<file path="src/rtl/mms_pkg.sv">
// Shared MMU types: ITLB refill FSM states, widths and the
// refill payload bundle written into an ITLB entry.
package mms_pkg;

   localparam int TLB_ENTRY_SIZE = 32;
   localparam int MMS_VPN_W      = 27;
   localparam int MMS_PPN_W      = 44;
   localparam int MMS_PERM_W     = 8;
   localparam int MMS_LVL_W      = 2;

   typedef enum logic [2:0] {
      ST_IDLE,
      ST_REQ,
      ST_WAIT,
      ST_SEL,
      ST_WRITE,
      ST_FAULT
   } itlb_refill_state_e;

   typedef struct packed {
      logic [MMS_VPN_W-1:0]  vpn;
      logic [MMS_PPN_W-1:0]  ppn;
      logic [MMS_PERM_W-1:0] perm;
      logic [MMS_LVL_W-1:0]  level;
   } itlb_refill_entry_t;

endpackage

</file>
<file path="src/rtl/itlb_refill_ctrl.sv">
// ITLB miss sequencer: PTW request, victim select, entry write.
// Owns the per-entry valid vector shared with the PLRU and lookup.
module itlb_refill_ctrl
   import mms_pkg::*;
#(
   parameter int ENTRY_NUM = TLB_ENTRY_SIZE,
   parameter int VPN_W     = MMS_VPN_W,
   parameter int PPN_W     = MMS_PPN_W,
   parameter int PERM_W    = MMS_PERM_W
) (
   input  logic                 clk_i,
   input  logic                 rstn_i,
   input  logic                 miss_vld_i,
   input  logic [VPN_W-1:0]     miss_vpn_i,
   output logic                 miss_rdy_o,
   output logic                 ptw_req_vld_o,
   input  logic                 ptw_req_rdy_i,
   output logic [VPN_W-1:0]     ptw_req_vpn_o,
   input  logic                 ptw_resp_vld_i,
   input  logic [PPN_W-1:0]     ptw_resp_ppn_i,
   input  logic [PERM_W-1:0]    ptw_resp_perm_i,
   input  logic [1:0]           ptw_resp_level_i,
   input  logic                 ptw_resp_fault_i,
   input  logic                 flush_i,
   output logic [ENTRY_NUM-1:0] entry_valid_o,
   output logic                 victim_init_en_o,
   input  logic [ENTRY_NUM-1:0] victim_onehot_i,
   output logic                 refill_vld_o,
   output logic [ENTRY_NUM-1:0] refill_onehot_o,
   output logic [VPN_W-1:0]     refill_vpn_o,
   output logic [PPN_W-1:0]     refill_ppn_o,
   output logic [PERM_W-1:0]    refill_perm_o,
   output logic [1:0]           refill_level_o,
   output logic                 fault_vld_o,
   output logic [VPN_W-1:0]     fault_vpn_o
);

   itlb_refill_state_e   state_q, state_d;
   itlb_refill_entry_t   ent_q, ent_d;
   logic                 kill_q, kill_d;
   logic [ENTRY_NUM-1:0] valid_q, valid_d;

   always_ff @(posedge clk_i) begin
      if (!rstn_i) begin
         state_q <= ST_IDLE;
         ent_q   <= '0;
         kill_q  <= 1'b0;
         valid_q <= '0;
      end else begin
         state_q <= state_d;
         ent_q   <= ent_d;
         kill_q  <= kill_d;
         valid_q <= valid_d;
      end
   end

   always_comb begin
      state_d = state_q;
      ent_d   = ent_q;
      kill_d  = kill_q;
      valid_d = valid_q;
      unique case (state_q)
         ST_IDLE: begin
            if (miss_vld_i) begin
               ent_d.vpn = miss_vpn_i;
               state_d   = ST_REQ;
            end
         end
         ST_REQ: begin
            if (flush_i) kill_d = 1'b1;
            if (ptw_req_rdy_i) state_d = ST_WAIT;
         end
         ST_WAIT: begin
            if (flush_i) kill_d = 1'b1;
            if (ptw_resp_vld_i) begin
               // A walk started before sfence is stale: drain and drop it.
               if (kill_q || flush_i) begin
                  kill_d  = 1'b0;
                  state_d = ST_IDLE;
               end else if (ptw_resp_fault_i) begin
                  state_d = ST_FAULT;
               end else begin
                  ent_d.ppn   = ptw_resp_ppn_i;
                  ent_d.perm  = ptw_resp_perm_i;
                  ent_d.level = ptw_resp_level_i;
                  state_d     = ST_SEL;
               end
            end
         end
         ST_SEL: begin
            state_d = flush_i ? ST_IDLE : ST_WRITE;
         end
         ST_WRITE: begin
            valid_d = valid_q | victim_onehot_i;
            state_d = ST_IDLE;
         end
         ST_FAULT: begin
            state_d = ST_IDLE;
         end
         default: begin
            state_d = ST_IDLE;
         end
      endcase
      if (flush_i) valid_d = '0;
   end

   assign miss_rdy_o       = (state_q == ST_IDLE);
   assign ptw_req_vld_o    = (state_q == ST_REQ);
   assign ptw_req_vpn_o    = ent_q.vpn;
   assign victim_init_en_o = (state_q == ST_SEL);
   assign entry_valid_o    = valid_q;
   assign refill_vld_o     = (state_q == ST_WRITE) && !flush_i;
   assign refill_onehot_o  = (state_q == ST_WRITE) ? victim_onehot_i : '0;
   assign refill_vpn_o     = ent_q.vpn;
   assign refill_ppn_o     = ent_q.ppn;
   assign refill_perm_o    = ent_q.perm;
   assign refill_level_o   = ent_q.level;
   assign fault_vld_o      = (state_q == ST_FAULT);
   assign fault_vpn_o      = ent_q.vpn;

endmodule

</file>
<file path="config.mk">
export PLATFORM = sky130hd
export DESIGN_NAME = itlb_refill_ctrl
export DESIGN_NICKNAME = d
export VERILOG_FILES = /design/src/rtl/mms_pkg.sv /design/src/rtl/itlb_refill_ctrl.sv
export SDC_FILE = /design/constraint.sdc
export NUM_CORES = 1
export LEC_CHECK = 0
export CELL_PAD_IN_SITES_DETAIL_PLACEMENT = 1
export CELL_PAD_IN_SITES_GLOBAL_PLACEMENT = 1
export CORE_ASPECT_RATIO = 0.9
export CORE_MARGIN = 2
export CORE_UTILIZATION = 26
export CTS_CLUSTER_DIAMETER = 30
export CTS_CLUSTER_SIZE = 12
export DETAILED_ROUTE_END_ITERATION = 16
export PLACE_DENSITY_LB_ADDON = 0.15
export SETUP_SLACK_MARGIN = 0.2
export SLEW_MARGIN = 5
export SYNTH_ARGS = -nofsm -noshare
export SYNTH_HDL_FRONTEND = slang
export SYNTH_SLANG_ARGS = --single-unit
</file>
<file path="constraint.sdc">
create_clock -name clk_i -period 2 [get_ports clk_i]
set_input_delay 0.5 -clock clk_i [delete_from_list [all_inputs] [get_ports clk_i]]
set_output_delay 0.5 -clock clk_i [all_outputs]
set_load 0.03 [all_outputs]
</file>
==> impl.org, run 1 <==
** Run status
- The run finished, with violations left.
- Failing checks :: setup timing

** Yosys
- For this run, the register share of the synthesized area comes to 0.437.
- Count of distinct cell types in the synthesized netlist :: 36
- Synthesized net count :: 705
- Yosys warns :: 0
- #FFs+latches synth :: 117
- Post-Syn Instances :: 585
- Area of the mapped netlist :: 5360 um2
- Dividing the synthesized area by the synthesized cell count gives 9.17 um2.
- In the synthesized netlist the async set-or-reset flop fraction comes to 0.
- Area share of the leading cell type in the synthesized netlist :: 0.437
- The most used flip-flop cell after synthesis is dfxtp_1.
- Number of synthesized flops with an enable pin :: 0
- The biggest area contributor in the post-synthesis netlist is dfxtp_1.
- Cells taking the most area after synthesis :: dfxtp_1 (44%), mux2i_1 (10%), nand2_1 (9.6%), buf_4 (7.6%), and2_1 (3.7%)

** Global route
- The number of global-route vias before repair came to 5367.
- The first global-routing pass estimated 28600 um of wire.
- After global routing the overflow that remains totals 0.
- Met2 capacity usage during global routing :: 0.307
- In the global route stage, overall resource usage came out at 0.169.
- Gr busiest metal :: met2
- Met3 track utilization from global routing :: 0.0671
- Initial antenna violation count :: 0
- Entering global routing, the biggest net connects 97 pins.
- Met1 GRT Util :: 0.175

** Setup path
- Traced cell by cell, the critical path runs through nor3b_4 -> buf_4 -> buf_12 -> and2_1 -> buf_6.
- The cell family contributing the most delay on the critical path is buffers and inverters.
- STA puts the critical path data required time at 1.50 ns.
- Biggest cell delay along the critical path :: 0.33 ns
- Of all nets on the critical path, the largest fanout is 17.
- Buffers & Inverters on Critical Path :: 3
- Crit path DAT :: 1.54 ns
- For this design, the slowest cell found on the critical path is dfxtp_2.
- Crit start category :: flop
- Critical path endpoint category :: output port
- The worst setup path is of the flop to output port kind.

** Finish
- At the end of the flow the core is filled with cells to 0.456.
- Area of the multi-input gates :: 2290 um2
- Post-layout instance area :: 9170 um2
- The library cells used most frequently in the layout, excluding fill and tap cells, are dlygate4sd2_1 (162), nand2_1 (137), clkdlybuf4s50_1 (116), dfxtp_1 (113), mux2i_1 (50).
- Most common library cell in the layout ignoring fill and taps :: dlygate4sd2_1
- Compared with the post-synthesis result, the final layout area differs by 71.0%.
- For this run, the post-layout net count is 986.
- In the final layout, the share of cells above drive strength 1 is 0.222.
- Filler-free cell count of the finished design :: 1134
- Filler Cell Count :: 2283
- Count of inserted antenna diode cells :: 0
- FF+latch area :: 2350 um2

** STA
- Slew margin rel. :: 0.709
- Setup violations remaining at the end of the flow were counted as 33.
- Fin crit period :: 2.04 ns
- Max-slew violation count :: 0
- Of the available clock period, the critical path in the final layout requires 1.02.
- Actual transition at the worst max-transition pin :: 0.437 ns
- Final WS setup :: -0.0418 ns
- Setup repair after global routing could not meet its margin everywhere.
- The clock arrives with 0.0111 ns of skew.
- Final number of hold-violating endpoints :: 0
- FMAX :: 490 MHz

** Placed design
- Detailed placement finished with a half-perimeter wire length of 13500 um.
- Post-DP Area :: 8350 um2
- During placement, the flow inserted port buffers numbering 323.
- Number of instances in the placed design :: 1086
- Final estimated routing congestion in global placement :: 0.749

** Detailed routing
- After detailed routing, the total wire length is 19100 um.
- The detailed router finished its first iteration with 125 violations.
- The count of nets left with antenna violations once routing finished came out at 0.
- The routed layout has 4940 vias.
- Initial DRT Pass Iterations :: 4
- Routed len/inst :: 16.8 um
- In the routed design, unresolved DRC markers number 0.
- Vias per cell :: 4.36

** Clock network
- Clock Root Buffer :: clkbuf_16
- Clock tree from TritonCTS :: yes
- Post-CTS clock slew at the launch and capture registers of the worst setup and hold paths :: 0.05 ns
- Clock insertion delay at the later pin of the skew report :: 0.42 ns
- CTS Buffer Depth :: 2
- In this run, CTS created clock tree buffers numbering 17.
- Deepest level of the CTS H-tree :: 4
- The tree built by TritonCTS fans out to 117 sinks.

** Floorplan
- Die width :: 155 um
- During I/O placement, the number of pins put on the boundary was 324.
- The die covers 21800 um2.
- From bottom edge to top edge, the die measures 140 um.
- After floorplanning, the core was divided into 49 placement rows.
- Area of the core region :: 20100 um2
- The initial utilization of the core area, before any placement, comes to 0.267.

** Power
- LEAKAGE :: 4.17 nW
- Power spent charging and discharging nets :: 0.00186 W
- Internal power :: 0.00475 W
- Pwr dens :: 721 nW/um2
- Sequential Power Share :: 0.370
- Across the VDD grid, the largest voltage drop is 0.459 mV.
- Of the total power, the clock network draws 0.463.
- Comb pwr share :: 0.167
- Of the total power, the share spent switching nets is 0.282.

** Min path
- The tightest min-delay check is of the input port to flop type.

** Run
- MaxCap Viol Count :: 0
-- layer usage --
layer  part of all wire  wire (um)
met1               0.39       7370
met4              0.013        248
met5                  0          0
met2               0.52       9840
met3              0.084       1600
-- registers in the layout, summed over array words and instances, names as in the netlist --
name / flops
entry_valid_o: 32
refill_level_o: 2
fault_vpn_o: 27
state_q: 3
refill_ppn_o: 44
refill_perm_o: 8
kill_q: 1
-- power by group through the flow --
stage	clock, W	sequential (W)	combinational, W
floorplan	0	0.00258	0.000600
global placement	0	0.00250	0.00115
detailed placement	0	0.00250	0.00116
CTS	0.00316	0.00245	0.00111
global route	0.00325	0.00245	0.00117
finish	0.00306	0.00244	0.00110
-- per-stage QoR --
stage	hold slack (ns)	setup TNS, ns	total power [W]	worst slack, ns
2_1_floorplan	0.540	0	0.00318	0.174
3_3_place_gp	0.440	-10.36	0.00365	-0.211
3_5_place_dp	0.448	-12.52	0.00366	-0.295
4_1_cts	0.373	-1.03	0.00671	-0.0440
5_1_grt	0.405	-3.52	0.00688	-0.118
6_report	0.424	-1.00	0.00661	-0.0418
-- synthesized netlist by cell type, types with 3 or more instances --
cell type    n
nand3_1      7
dfxtp_1    117
o21ai_1      6
and2_1      32
nor2_1      35
nand2_1    137
buf_6        8
a21oi_1     32
nor3_1       5
clkbuf_8     8
inv_1        3
mux2i_1     54
buf_12       5
o21ai_2     20
clkbuf_1     9
o21ai_0      3
buf_2       10
buf_4       54
nand3_2     20
-- worst paths after layout --
| path | from | endpoint | slack, ns | cells past startpoint |
|---|---|---|---|---|
| min reg2reg | refill_ppn_o[6]$_SDFFE_PN0P_ | refill_ppn_o[6]$_SDFFE_PN0P_ | 0.46 | 2 |
| max | state_q[0]$_SDFFE_PN0P_ | refill_onehot_o[6] | -0.04 | 5 |
| min | rstn_i | state_q[0]$_SDFFE_PN0P_ | 0.42 | 3 |
| max reg2reg | kill_q$_SDFFE_PN0P_ | refill_perm_o[6]$_SDFFE_PN0P_ | 0.25 | 6 |
-- timing repair --
action,CTS,global route
hold endpoints to repair,0,0
endpoints found under the setup margin,217,86
cloned,1,5
buffers inserted,6,4
hold buffers,0,0
resized for setup,221,20
pin swaps,4,1
-- worst register-to-register path, delay by kind of cell, from the launching register on --
family | cells | cell delay [ns]
simple gates | 2 | 0.65
buf+inv | 3 | 0.47
flops | 1 | 0.34
mux | 1 | 0.22
-- kinds of logic after synthesis --
family                    synth area share
AOI/OAI and AO/OA                   0.0784
xor gates and xnor gates           0.00163
buffers and inverters                0.158
DFF                                  0.437
muxes                                0.101
and+or+nand+nor                      0.224
-- area by class of cell --
class	count	share of cell area
Clock buffer	18	0.0479
Clock inverter	14	0.0165
Inverter	4	0.00314
Multi-Input combinational cell	367	0.250
Sequential cell	117	0.256
Tap cell	255	0.0348
Timing Repair Buffer	359	0.392
Note: power is estimated with default switching activity, not from simulation.
==> inputs of run 2 (changes only) <==
--- a/config.mk
+++ b/config.mk
@@ -5,6 +5,7 @@
 export SDC_FILE = /design/constraint.sdc
 export NUM_CORES = 1
 export LEC_CHECK = 0
+export ABC_CLOCK_PERIOD_IN_PS = 2000
 export CELL_PAD_IN_SITES_DETAIL_PLACEMENT = 1
 export CELL_PAD_IN_SITES_GLOBAL_PLACEMENT = 1
 export CORE_ASPECT_RATIO = 0.9
==> results of run 2 <==
Final layout, timing and power as in run 1 (identical DEF).
==> inputs of run 3 (changes only) <==
--- a/config.mk
+++ b/config.mk
@@ -14,6 +14,7 @@
 export CTS_CLUSTER_DIAMETER = 30
 export CTS_CLUSTER_SIZE = 12
 export DETAILED_ROUTE_END_ITERATION = 16
+export HOLD_SLACK_MARGIN = 0.12
 export PLACE_DENSITY_LB_ADDON = 0.15
 export SETUP_SLACK_MARGIN = 0.2
 export SLEW_MARGIN = 5
==> results of run 3 <==
Final layout, timing and power as in run 1 (identical DEF).
